**src/rtl/instruction_fetcher.sv**
```systemverilog
// Instruction fetch unit: fetches words from memory, or from the optional direct-mapped icache
// when ICACHE_EN is defined, decodes the immediate and hands one instruction at a time to decode.
//
// state | meaning
// IDLE  | ready: hand off a cache hit or issue a memory request for fpc
// WAIT  | memory request for fpc outstanding
// HOLD  | fetched word latched, waiting for if_stall to fall
// DROP  | redirected while a request is outstanding; the response is discarded
module instruction_fetcher #(
    parameter int ICACHE_IDX_W = 4
) (
    input  logic        clk,
    input  logic        rst,
    input  logic        rdy,
    input  logic        if_stall,
    input  logic        pc_bc_flag,
    input  logic [31:0] pc_bc,
    output logic        mc_req,
    output logic [31:0] mc_addr,
    input  logic        mc_valid,
    input  logic [31:0] mc_data,
    output logic [31:0] ins,
    output logic        ins_flag,
    output logic [31:0] ins_imm,
    output logic [31:0] pc
);
    typedef enum logic [1:0] {IDLE, WAIT, HOLD, DROP} state_t;
    localparam logic [6:0] OP_JAL = 7'b1101111;

    state_t      state, state_nx;
    logic [31:0] fpc, fpc_nx;
    logic [31:0] word_q, word_nx;
    logic        mc_req_nx;
    logic [31:0] mc_addr_nx;
    logic        hand_en;
    logic [31:0] hand_word, hand_imm;
    logic        fill;
    logic        cache_hit;
    logic [31:0] cache_word;

    function automatic logic [31:0] imm_of(input logic [31:0] w);
        logic [31:0] r;
        r = '0;
        case (w[6:0])
            7'b0010011: r = (w[14:12] == 3'b001 || w[14:12] == 3'b101)
                          ? {27'b0, w[24:20]} : {{20{w[31]}}, w[31:20]};
            7'b0000011, 7'b1100111: r = {{20{w[31]}}, w[31:20]};
            7'b0100011: r = {{20{w[31]}}, w[31:25], w[11:7]};
            7'b1100011: r = {{19{w[31]}}, w[31], w[7], w[30:25], w[11:8], 1'b0};
            7'b0110111, 7'b0010111: r = {w[31:12], 12'b0};
            7'b1101111: r = {{11{w[31]}}, w[31], w[19:12], w[20], w[30:21], 1'b0};
            default: r = '0;
        endcase
        return r;
    endfunction

    always_comb begin
        state_nx   = state;
        fpc_nx     = fpc;
        word_nx    = word_q;
        mc_req_nx  = mc_req;
        mc_addr_nx = mc_addr;
        hand_en    = 1'b0;
        hand_word  = word_q;
        fill       = 1'b0;
        case (state)
            IDLE: begin
                if (pc_bc_flag) begin
                    fpc_nx = pc_bc;
                end else if (!if_stall) begin
                    if (cache_hit) begin
                        hand_en   = 1'b1;
                        hand_word = cache_word;
                    end else begin
                        mc_req_nx  = 1'b1;
                        mc_addr_nx = fpc;
                        state_nx   = WAIT;
                    end
                end
            end
            WAIT: begin
                if (mc_valid) begin
                    mc_req_nx = 1'b0;
                    fill      = 1'b1;
                    if (pc_bc_flag) begin
                        fpc_nx   = pc_bc;
                        state_nx = IDLE;
                    end else if (!if_stall) begin
                        hand_en   = 1'b1;
                        hand_word = mc_data;
                        state_nx  = IDLE;
                    end else begin
                        word_nx  = mc_data;
                        state_nx = HOLD;
                    end
                end else if (pc_bc_flag) begin
                    fpc_nx   = pc_bc;
                    state_nx = DROP;
                end
            end
            HOLD: begin
                if (pc_bc_flag) begin
                    fpc_nx   = pc_bc;
                    state_nx = IDLE;
                end else if (!if_stall) begin
                    hand_en  = 1'b1;
                    state_nx = IDLE;
                end
            end
            DROP: begin
                if (pc_bc_flag) fpc_nx = pc_bc;
                if (mc_valid) begin
                    mc_req_nx = 1'b0;
                    fill      = 1'b1;
                    state_nx  = IDLE;
                end
            end
            default: state_nx = IDLE;
        endcase
        hand_imm = imm_of(hand_word);
        // Only JAL is resolved here; every other control transfer comes back as a redirect.
        if (hand_en) fpc_nx = fpc + ((hand_word[6:0] == OP_JAL) ? hand_imm : 32'd4);
    end

    always_ff @(posedge clk) begin
        if (rst) begin
            state    <= IDLE;
            fpc      <= '0;
            word_q   <= '0;
            mc_req   <= 1'b0;
            mc_addr  <= '0;
            ins_flag <= 1'b0;
            ins      <= '0;
            ins_imm  <= '0;
            pc       <= '0;
        end else if (rdy) begin
            state    <= state_nx;
            fpc      <= fpc_nx;
            word_q   <= word_nx;
            mc_req   <= mc_req_nx;
            mc_addr  <= mc_addr_nx;
            ins_flag <= hand_en;
            if (hand_en) begin
                ins     <= hand_word;
                ins_imm <= hand_imm;
                pc      <= fpc;
            end
        end
    end

`ifdef ICACHE_EN
    localparam int DEPTH = 1 << ICACHE_IDX_W;
    localparam int TAG_W = 30 - ICACHE_IDX_W;

    logic [31:0]             cache_data [DEPTH];
    logic [TAG_W-1:0]        cache_tag  [DEPTH];
    logic [DEPTH-1:0]        cache_vld;
    logic [ICACHE_IDX_W-1:0] rd_idx, wr_idx;

    // Fills are indexed by the request address, since fpc may already have been redirected.
    assign rd_idx     = fpc[ICACHE_IDX_W+1:2];
    assign wr_idx     = mc_addr[ICACHE_IDX_W+1:2];
    assign cache_hit  = cache_vld[rd_idx] && (cache_tag[rd_idx] == fpc[31:ICACHE_IDX_W+2]);
    assign cache_word = cache_data[rd_idx];

    always_ff @(posedge clk) begin
        if (rst) cache_vld <= '0;
        else if (rdy && fill) cache_vld[wr_idx] <= 1'b1;
    end

    always_ff @(posedge clk) begin
        if (!rst && rdy && fill) begin
            cache_data[wr_idx] <= mc_data;
            cache_tag[wr_idx]  <= mc_addr[31:ICACHE_IDX_W+2];
        end
    end
`else
    logic                    unused_fill;
    logic [ICACHE_IDX_W-1:0] unused_idx;
    assign unused_fill = fill;
    assign unused_idx  = fpc[ICACHE_IDX_W+1:2];
    assign cache_hit   = 1'b0;
    assign cache_word  = '0;
`endif
endmodule
```
**config.mk**
```make
export PLATFORM = sky130hd
export DESIGN_NAME = instruction_fetcher
export DESIGN_NICKNAME = d
export VERILOG_FILES = /design/src/rtl/instruction_fetcher.sv
export SDC_FILE = /design/constraint.sdc
export NUM_CORES = 1
export LEC_CHECK = 0
export ABC_AREA = 1
export CAP_MARGIN = 40
export CORE_UTILIZATION = 39
export DETAILED_ROUTE_END_ITERATION = 10
export MAX_ROUTING_LAYER = met4
export PLACE_DENSITY_LB_ADDON = 0.05
export SYNTH_ARGS = -nofsm -noshare
export SYNTH_HDL_FRONTEND = slang
export SYNTH_SLANG_ARGS = --single-unit
```
**constraint.sdc**
```tcl
create_clock -name clk -period 3.96 [get_ports clk]
set_input_delay 0.792 -clock clk [delete_from_list [all_inputs] [get_ports clk]]
set_output_delay 0.792 -clock clk [all_outputs]
set_load 0.05 [all_outputs]
```
==> flow_summary.json <==
{
  "p_switching_mw": 1.365,
  "violations": "design-rule violations",
  "setup_viol": 0,
  "p_per_area_nw_per_um2": 303.5,
  "vias": 11472,
  "synth_seq_area_share": 0.3741,
  "timing.critical_path.mode_cell": "nand2_1",
  "hpwlAfterDp_um": 29170,
  "initial_utilization": 0.4002,
  "syn2layout_area_growth_pct": 43.93,
  "cts_root_buffer": "clkbuf_16",
  "synth_top_flop_cell": "dfxtp_1",
  "internal_power_mw": 3.217,
  "power_frac_clock": 0.399,
  "total_power_mw": 4.582,
  "whs_path_depth": 2,
  "ios": 200,
  "grt_pass1_wl_um": 60580,
  "path_cells": "clkdlybuf4s50_1, nand3b_1, nand2_4, buf_4, nor2_8, nand2_1, nor2_2, nand2_2, nand2_4, nand2_8, buf_4, a21oi_2, buf_4, ha_2, a21oi_2, nand2_1, a21oi_2, nand2_1, a21oi_2, inv_1, nand2_1, nand3_1, nand2_1, a21oi_1",
  "antennaDiodeCount": 0,
  "maxCapViolCount": 0,
  "switching_share": 0.2979,
  "p_leak_nw": 6.805,
  "placed_cells": 2218,
  "core_um2": 26210,
  "syn_area_per_cell_um2": 6.671,
  "skew_ns": 0.02141,
  "cp_slowest_cell": "clkdlybuf4s50_1",
  "ys_ff_latch": 196,
  "clock_latency_ns": 0.45,
  "antenna_found_initial": 0,
  "fmax_mhz": 267.8,
  "fin_hold_ws_ns": 0.4539,
  "clkTransAtPathRegs_ns": 0.08,
  "tightest_slew_ns": 0.8505,
  "grtUsageTotal": 0.2900,
  "fin_util": 0.5760,
  "fin_nets": 2023,
  "status": "finished, violations left",
  "slew_headroom": 0.4330,
  "end_kind": "register",
  "final_cell_count_no_fill": 2264,
  "cpPeakStageDelay_ns": 0.56,
  "wl_per_cell_um": 17.22,
  "reg2regPathDepth": 28,
  "p_seq_frac": 0.454,
  "hold_buffers": 0,
  "path_max_fanout": 11,
  "die_h_um": 166.0,
  "drc": 13,
  "rows": 59,
  "final_antenna_net_count": 0,
  "cts_tree": "built",
  "rsz0062_at_grt": "no",
  "worstPathArrival_ns": 4.04,
  "combPwrFrac": 0.146,
  "synth_cells": 1572,
  "slew_viol_final": 0,
  "via_per_inst": 5.067,
  "cts.sinks": 196,
  "die_w_um": 166.0,
  "ctsHtreeMaxLevel": 4,
  "synthesis.nets": 1679,
  "period_needed_ns": 3.733,
  "hold_violations": 0,
  "dr.pass1.iters": 8,
  "grt_start_max_net_pins": 122,
  "port_buffers": 199,
  "hold_path.class": "reg2reg",
  "synth_edf_count": 0,
  "ys_async_sr_fraction": 0,
  "path_class": "in2reg",
  "place_congestion": 0.9355,
  "peakVddDrop_mv": 0.3205,
  "critPathLaunchType": "primary input",
  "gr-total-overflow": 0,
  "synth_warnings": 0,
  "ys_types": 45,
  "syn-cell-area_um2": 10490,
  "fin_crit_sh": 0.9428,
  "dr.first_iter.drc_count": 804,
  "numCtsBuffers": 17,
  "totalWireLength_um": 38980,
  "grt_pass1_vias": 10589,
  "die-area_um2": 27550,
  "drive_gt1_frac": 0.1773,
  "clock_path_buffers": 2,
  "cp_data_required_time_ns": 4.26
}
## power groups by stage
stage          logic, mW  clock network [mW]  registers (mW)
6_report           0.670                1.83            2.08
3_5_place_dp       0.646                   0            2.13
4_1_cts            0.655                1.86            2.08
3_3_place_gp       0.645                   0            2.13
2_1_floorplan      0.246                   0            2.21
5_1_grt            0.725                1.93            2.09
## cell usage after synthesis (4+ instances only)
master	instances	area share
a211oi_1	4	0.0029
dfxtp_1	196	0.37
xor2_1	4	0.0033
buf_2	11	0.0052
nand3_1	73	0.035
o21a_1	27	0.019
buf_6	4	0.0043
a21oi_1	163	0.078
inv_1	160	0.057
o21bai_1	7	0.0050
o21ai_0	185	0.088
nand4_1	10	0.0060
mux2_2	4	0.0043
nor2_1	262	0.094
ha_1	36	0.043
nand3_2	12	0.011
nor3_1	6	0.0029
nand2_2	4	0.0024
clkbuf_1	62	0.022
nand2_1	296	0.11
## sequential cells by signal, summed over array words and instances, names as in the netlist
signal	count
mc_req	1
ins	32
ins_imm	32
fpc	32
pc	32
state	2
mc_addr	32
ins_flag	1
word_q	32
## cell families after synthesis
group	share of synthesized area
AO/OA/AOI/OAI	0.2025
XOR/XNOR	0.005011
adder cells (fa/ha/maj)	0.04486
buffers and inverters	0.09306
flip-flops	0.3741
multiplexers	0.005249
other	0.0003576
AND/OR/NAND/NOR	0.2749
## path summary, 6_finish.rpt
check	endpoint	slack [ns]	from
worst min-delay path	word_q[13]$_SDFFE_PP0P_	0.45	word_q[13]$_SDFFE_PP0P_
worst max register to register	fpc[31]$_SDFFE_PP0P_	0.32	state[1]$_SDFFE_PP0P_
worst max-delay path	fpc[31]$_SDFFE_PP0P_	0.23	mc_data[4]
worst min register to register	word_q[13]$_SDFFE_PP0P_	0.45	word_q[13]$_SDFFE_PP0P_
## placed cells by master, fill, tap and decap left out, drive strengths merged, types with 4 or more instances in the layout
| cell | Yosys | final |
|---|---|---|
| nand2 | 304 | 304 |
| nor2 | 268 | 268 |
| buf | 18 | 205 |
| dfxtp | 196 | 196 |
| clkdlybuf4s50 | 0 | 196 |
| o21ai | 187 | 187 |
| inv | 165 | 172 |
| a21oi | 163 | 163 |
| nand3 | 85 | 85 |
| ha | 36 | 36 |
| o21a | 27 | 27 |
| clkbuf | 62 | 19 |
| nand4 | 10 | 10 |
| clkinv | 2 | 8 |
| o21bai | 7 | 7 |
| nor3 | 7 | 7 |
| mux2 | 4 | 4 |
| a211oi | 4 | 4 |
| xor2 | 4 | 4 |
## repair_timing
action	4_1_cts	5_1_grt
setup endpoints to repair	22	28
resized for setup	40	46
gates cloned	0	1
pin swaps	8	14
buffers inserted	6	7
## final cells by class
type	count	area, µm²
fillers	2585	11110
multi-input cells	1129	5889
flip-flops and latches	196	3924
repair buffers	405	3621
inverters	167	633.1
clock buffers	18	429.2
well taps	335	419.2
clock inverters	14	178.9
## critical path: cells and delay by family
family                   cells  cell delay (ns)
adder cells (fa/ha/maj)      1             0.30
AO/OA/AOI/OAI                5             0.63
AND/OR/NAND/NOR             13             1.26
buffers and inverters        5             1.07
## stage by stage
| step | TNS, ns | area, µm² | worst slack [ns] |
|---|---|---|---|
| floorplan | 0 | 10490 | 0.2750 |
| global placement | -14.35 | 14050 | -0.6521 |
| detailed placement | -15.74 | 14050 | -0.7160 |
| CTS | -0.008709 | 14840 | -0.008709 |
| global route | 0 | 15090 | 0.006468 |
| finish | 0 | 15090 | 0.2265 |
## metal layers
layer | vias up | wire length, µm | part of all wire | GRT usage
met5 | - | 0 | 0 | -
met4 | 0 | 570 | 0.015 | 0.06501
met3 | 34 | 1894 | 0.049 | 0.03456
met2 | 320 | 18360 | 0.47 | 0.4706
met1 | 5322 | 18150 | 0.47 | 0.3855
li1 | 5796 | - | - | -
Note: power is estimated with default switching activity, not from simulation.
